===== config.mk =====
export PLATFORM = sky130hd
export DESIGN_NAME = router_fsm
export DESIGN_NICKNAME = d
export VERILOG_FILES = /design/src/rtl/router_fsm.sv
export SDC_FILE = /design/constraint.sdc
export NUM_CORES = 1
export LEC_CHECK = 0
export ABC_CLOCK_PERIOD_IN_PS = 1700
export BUFFER_PORTS_ARGS = -buffer_cell sky130_fd_sc_hd__buf_4
export CAP_MARGIN = 25
export CORE_MARGIN = 3
export CORE_UTILIZATION = 45
export CTS_BUF_LIST = sky130_fd_sc_hd__clkbuf_8
export DETAILED_ROUTE_END_ITERATION = 10
export HOLD_SLACK_MARGIN = 0.03
export PLACE_DENSITY = 0.74
export SETUP_SLACK_MARGIN = 0.5
export SLEW_MARGIN = 10
export SYNTH_ARGS = -nofsm -noshare
export SYNTH_HDL_FRONTEND = slang
export SYNTH_SLANG_ARGS = --single-unit

===== constraint.sdc =====
create_clock -name clock -period 1.7 [get_ports clock]
set_clock_uncertainty 0.1 [all_clocks]
set_input_delay 0.17 -clock clock [delete_from_list [all_inputs] [get_ports clock]]
set_output_delay 0.17 -clock clock [all_outputs]
set_load 0.01 [all_outputs]

===== src/rtl/router_fsm.sv =====
// Control FSM for the 1x3 router: decodes the header address, sequences header,
// payload and parity loads into the selected FIFO, and stalls while it is full.
module router_fsm (
  input  logic       clock,
  input  logic       resetn,
  input  logic       pkt_valid,
  input  logic [1:0] data_in,
  input  logic       fifo_full,
  input  logic       fifo_empty_0,
  input  logic       fifo_empty_1,
  input  logic       fifo_empty_2,
  input  logic       soft_reset_0,
  input  logic       soft_reset_1,
  input  logic       soft_reset_2,
  input  logic       parity_done,
  input  logic       low_pkt_valid,
  output logic       write_enb_reg,
  output logic       detect_add,
  output logic       ld_state,
  output logic       laf_state,
  output logic       lfd_state,
  output logic       full_state,
  output logic       rst_int_reg,
  output logic       busy
);

  localparam int unsigned ADDR_W  = 2;
  localparam int unsigned STATE_W = 3;
  localparam int unsigned PORTS_P2 = 4;
  localparam logic [ADDR_W-1:0] ADDR_INVALID = 2'b11;

  typedef enum logic [STATE_W-1:0] {
    DECODE_ADDRESS     = 3'd0,
    LOAD_FIRST_DATA    = 3'd1,
    LOAD_DATA          = 3'd2,
    FIFO_FULL_STATE    = 3'd3,
    LOAD_AFTER_FULL    = 3'd4,
    LOAD_PARITY        = 3'd5,
    CHECK_PARITY_ERROR = 3'd6,
    WAIT_TILL_EMPTY    = 3'd7
  } state_t;

  state_t            state;
  state_t            next_state;
  logic [ADDR_W-1:0] addr_q;

  // Padded to a power of two so the invalid address 3 indexes a constant 0.
  logic [PORTS_P2-1:0] empty_vec;
  logic [PORTS_P2-1:0] soft_vec;
  logic                hdr_ok_c;
  logic                empty_hdr_c;
  logic                empty_sel_c;
  logic                soft_sel_c;

  assign empty_vec   = {1'b0, fifo_empty_2, fifo_empty_1, fifo_empty_0};
  assign soft_vec    = {1'b0, soft_reset_2, soft_reset_1, soft_reset_0};
  assign hdr_ok_c    = pkt_valid && (data_in != ADDR_INVALID);
  assign empty_hdr_c = empty_vec[data_in];
  assign empty_sel_c = empty_vec[addr_q];
  assign soft_sel_c  = soft_vec[addr_q];

  // Next-state logic; a soft reset of the selected port abandons the packet.
  always_comb begin
    next_state = DECODE_ADDRESS;
    unique case (state)
      DECODE_ADDRESS: begin
        if (hdr_ok_c) next_state = empty_hdr_c ? LOAD_FIRST_DATA : WAIT_TILL_EMPTY;
        else          next_state = DECODE_ADDRESS;
      end
      WAIT_TILL_EMPTY:  next_state = empty_sel_c ? LOAD_FIRST_DATA : WAIT_TILL_EMPTY;
      LOAD_FIRST_DATA:  next_state = LOAD_DATA;
      LOAD_DATA: begin
        if (fifo_full)       next_state = FIFO_FULL_STATE;
        else if (!pkt_valid) next_state = LOAD_PARITY;
        else                 next_state = LOAD_DATA;
      end
      FIFO_FULL_STATE:  next_state = fifo_full ? FIFO_FULL_STATE : LOAD_AFTER_FULL;
      LOAD_AFTER_FULL: begin
        if (parity_done)        next_state = DECODE_ADDRESS;
        else if (low_pkt_valid) next_state = LOAD_PARITY;
        else                    next_state = LOAD_DATA;
      end
      LOAD_PARITY:        next_state = CHECK_PARITY_ERROR;
      CHECK_PARITY_ERROR: next_state = fifo_full ? FIFO_FULL_STATE : DECODE_ADDRESS;
      default:            next_state = DECODE_ADDRESS;
    endcase
    if (state != DECODE_ADDRESS && soft_sel_c) next_state = DECODE_ADDRESS;
  end

  // State, address and outputs registered together; outputs are decodes of next_state
  // so each output is a flop that always matches the current state.
  always_ff @(posedge clock or negedge resetn) begin
    if (!resetn) begin
      state         <= DECODE_ADDRESS;
      addr_q        <= '0;
      detect_add    <= 1'b1;
      lfd_state     <= 1'b0;
      ld_state      <= 1'b0;
      full_state    <= 1'b0;
      laf_state     <= 1'b0;
      rst_int_reg   <= 1'b0;
      write_enb_reg <= 1'b0;
      busy          <= 1'b0;
    end else begin
      state <= next_state;
      if (state == DECODE_ADDRESS && hdr_ok_c) addr_q <= data_in;
      detect_add    <= (next_state == DECODE_ADDRESS);
      lfd_state     <= (next_state == LOAD_FIRST_DATA);
      ld_state      <= (next_state == LOAD_DATA);
      full_state    <= (next_state == FIFO_FULL_STATE);
      laf_state     <= (next_state == LOAD_AFTER_FULL);
      rst_int_reg   <= (next_state == CHECK_PARITY_ERROR);
      write_enb_reg <= (next_state == LOAD_DATA) || (next_state == LOAD_PARITY) ||
                       (next_state == LOAD_AFTER_FULL);
      busy          <= (next_state != DECODE_ADDRESS) && (next_state != LOAD_DATA);
    end
  end

endmodule


==> results.txt <==
- The flow ran to the end, but the final reports show violations.
- Violated checks: setup timing
- Of all flip-flops after synthesis, the portion carrying an async set or reset was 1.00.
* Largest register by flop count: state
- PnR Total Power: 2.36 mW
- At the worst endpoint, the required time is 1.72 ns.
- Hold is met by 0.100 ns.
- Using the TritonRoute via totals, the vias-per-cell ratio works out to 5.90.
- The number of endpoints with negative hold slack in the final report is 0.
- Summed over all cells, the static leakage comes to between 0.5 and 0.6 nW.
- Setup repair after global routing could not meet its margin everywhere.
- Overall die area: 2110 sq um
- For this run, the slowest stage of the critical path takes 0.47 ns.
- For this design the ratio of total power to cell area is 1950 nW/um^2.
- In this run the tightest slew margin relative to its limit is 0.755.
* Setup crit start kind: register
* Clock tree from TritonCTS: done
- CTS sink cnt: 13
- A synthesized cell averages 10.4 sq um.
- Fin crit share: 1.08
- In this run the cell area of the synthesized design comes to 717 sq um.
- The total overflow left after global routing is 0.
- Layout cells sized above 1: 0.598
- Critical setup path kind: register to register
- The initial utilization of the core area, before any placement, comes to 0.513.
* Placement row count: 13
- With fillers left out, the area of the finished cells amounts to roughly 1200 sq um.
- Most frequently used flop master after synthesis: dfrtp_1
* Number of buffers on the longest clock path: 2
- Slew at the pin closest to its max-slew limit: between 0.3 and 0.4 ns
- Die Span X: 45.9 microns
- The first global-routing pass estimated 3220 microns of wire.
- Flip-flop count of the largest register, all copies and words added: 3
- Clk pin slew, worst setup/hold paths: 0.06 ns
- In this run, synthesis produced a sequential element count of 13.
- At the later pin of the worst-skew pair, clock insertion delay measures 0.24 ns.
- The die is 45.9 microns tall.
* Core region area: roughly 1400 sq um
* Final Routed Wirelength: 2440 microns
- Maximum number of pins on one net before global-route repair: 14
- Final worst setup slack: -0.128 ns
* Minimum clock period: 1.83 ns
* Routed wire length per instance: approximately 19 microns
- Cell area after placement: just under 1000 sq um
- Syn Nets: 83
- Antenna fix cells: 0
- Top library cells by usage in the layout, fill and taps aside: buf_4, dfrtp_1, buf_6
* Vias after detailed routing: roughly 750
- Max H-tree Level: 1
- After detailed routing, the number of remaining DRC violations is 0.
- The library cell used most frequently in the layout, excluding fill and tap cells, is buf_4.
- Buffers and inverters on the worst path: 1
- Counting flops with a built-in enable in the synthesized netlist gives 0.
- Achievable clock frequency: approximately 550 MHz
- Max-slew violations: 0
- In the final layout, the registers with the most flip-flops are state x3, addr_q x2.
- Total of endpoints with negative setup slack in the final report: 5
- The count of buffers added on input and output ports is 21.
* Post-layout nets: ~130
- For this run, the register share of the synthesized area comes to 0.455.
* I/O pin count: 22
- Sum Neg Setup Slack: -0.521 ns
- At the worst endpoint, the arrival time is around 1.9 ns.
* Max Fanout on Critical Path: 6
- Relative to the synthesized area, the layout overhead comes to 68.8%.
- Routability-driven placement finished with a final weighted congestion of slightly above 0.8.
- The largest individual stage delay along the critical path comes from the cell dfrtp_2.
* VDD IR max: approximately 1500 uV
- Kind of end point of the critical path: register
- Vias in the first global route: 697
* Cells traversed along the worst timing path: buf_4, nor3_1, a32o_1, a21oi_4, and3b_1
* DP HPWL: approximately 1400 microns
- Total global routing track utilization: 0.227
- Number of antenna violations at the first check in global routing: 0
* CTS Buf Count: 3
- Detailed Routing Iterations Pass 1: 4
- The tool flagged a number of max-cap violations equal to 0.
* Residual antenna-violating net count after detailed routing: 0
- Synth Warn #: 0
* Largest delay contributor family on the critical path: simple AND/OR/NAND/NOR gates
* Number of design-rule violations left by the first detailed-router iteration: 37
* Number of library cell types mapped by synthesis: 33
* Mapped Cells: between 60 and 70
- The tree is rooted in a clkbuf_8.
- The worst hold path belongs to the class input port to register.
power by group:
group | switching (mW) | internal [mW]
registers | 0.124 | 0.446
clock network | 0.112 | 0.160
logic | 0.676 | 0.839
timing repair:
action | 4_1_cts | 5_1_grt
hold buffers | 1 | 0
pin swaps | 4 | 8
hold endpoints to repair | 13 | 0
buffers inserted | 5 | 2
endpoints found under the setup margin | 13 | 13
gates resized for setup | 17 | 14
cells in the mapped netlist, types with 2 or more instances:
library cell | instances | share of area
dfrtp_1 | 12 | 0.42
inv_1 | 4 | 0.021
nand3_1 | 2 | 0.014
a21oi_2 | 2 | 0.024
o21ai_0 | 2 | 0.014
nor2_1 | 3 | 0.016
buf_6 | 2 | 0.031
and3b_1 | 2 | 0.024
a21oi_1 | 2 | 0.014
mux2i_1 | 4 | 0.056
nand2_1 | 4 | 0.021
nor2b_1 | 3 | 0.026
and3_1 | 2 | 0.017
nand2b_1 | 3 | 0.026
mux2_2 | 2 | 0.031
nor3_1 | 3 | 0.021
cells by family (layout without fill, tap and decap cells):
group / count (synthesis) / count (layout) / share of synthesized area
AO/OA/AOI/OAI: 13 / 13 / 0.141
adder cells (fa/ha/maj): 1 / 1 / 0.0140
buffers and inverters: 7 / 50 / 0.0593
flip-flops: 13 / 13 / 0.456
multiplexers: 6 / 6 / 0.0873
AND/OR/NAND/NOR: 29 / 29 / 0.243
metrics by stage:
| step | util | cells | worst slack (ns) |
|---|---|---|---|
| final | 0.865 | 127 | -0.128 |
| after global routing | 0.865 | 127 | -0.183 |
| after CTS | 0.815 | 125 | -0.0380 |
| after detailed placement | 0.696 | 115 | -0.0501 |
| after global placement | 0.696 | 115 | -0.0273 |
| after floorplan | - | 69 | -0.0276 |
final timing paths:
check,cells past startpoint,startpoint,slack (ns),endpoint
worst max-delay path,5,state[1]$_DFF_PN0_,-0.13,rst_int_reg$_DFF_PN0_
worst min-delay path,2,data_in[1],0.10,addr_q[1]$_DFFE_PN0P_
worst max register to register,5,state[1]$_DFF_PN0_,-0.13,rst_int_reg$_DFF_PN0_
worst min register to register,1,addr_q[1]$_DFFE_PN0P_,0.56,addr_q[1]$_DFFE_PN0P_
max in group asynchronous,2,resetn,1.05,detect_add$_DFF_PN1_
min in group asynchronous,2,resetn,0.21,busy$_DFF_PN0_
metal layers:
metal,part of all wire,vias to the layer above,global-route usage
met3,0.058,4,0.0632
li1,-,338,-
met2,0.51,31,0.352
met4,0.013,0,0.119
met1,0.42,376,0.285
met5,0,-,0
area by class of cell:
class,instances,area [sq um]
clock buffer,3,41.3
clock inverter,1,3.75
tap,15,18.8
multi-input combinational,49,458
timing repair buffer,42,344
sequential,13,329
fill,77,189
inverter,4,15.0
Note: power is estimated with default switching activity, not from simulation.
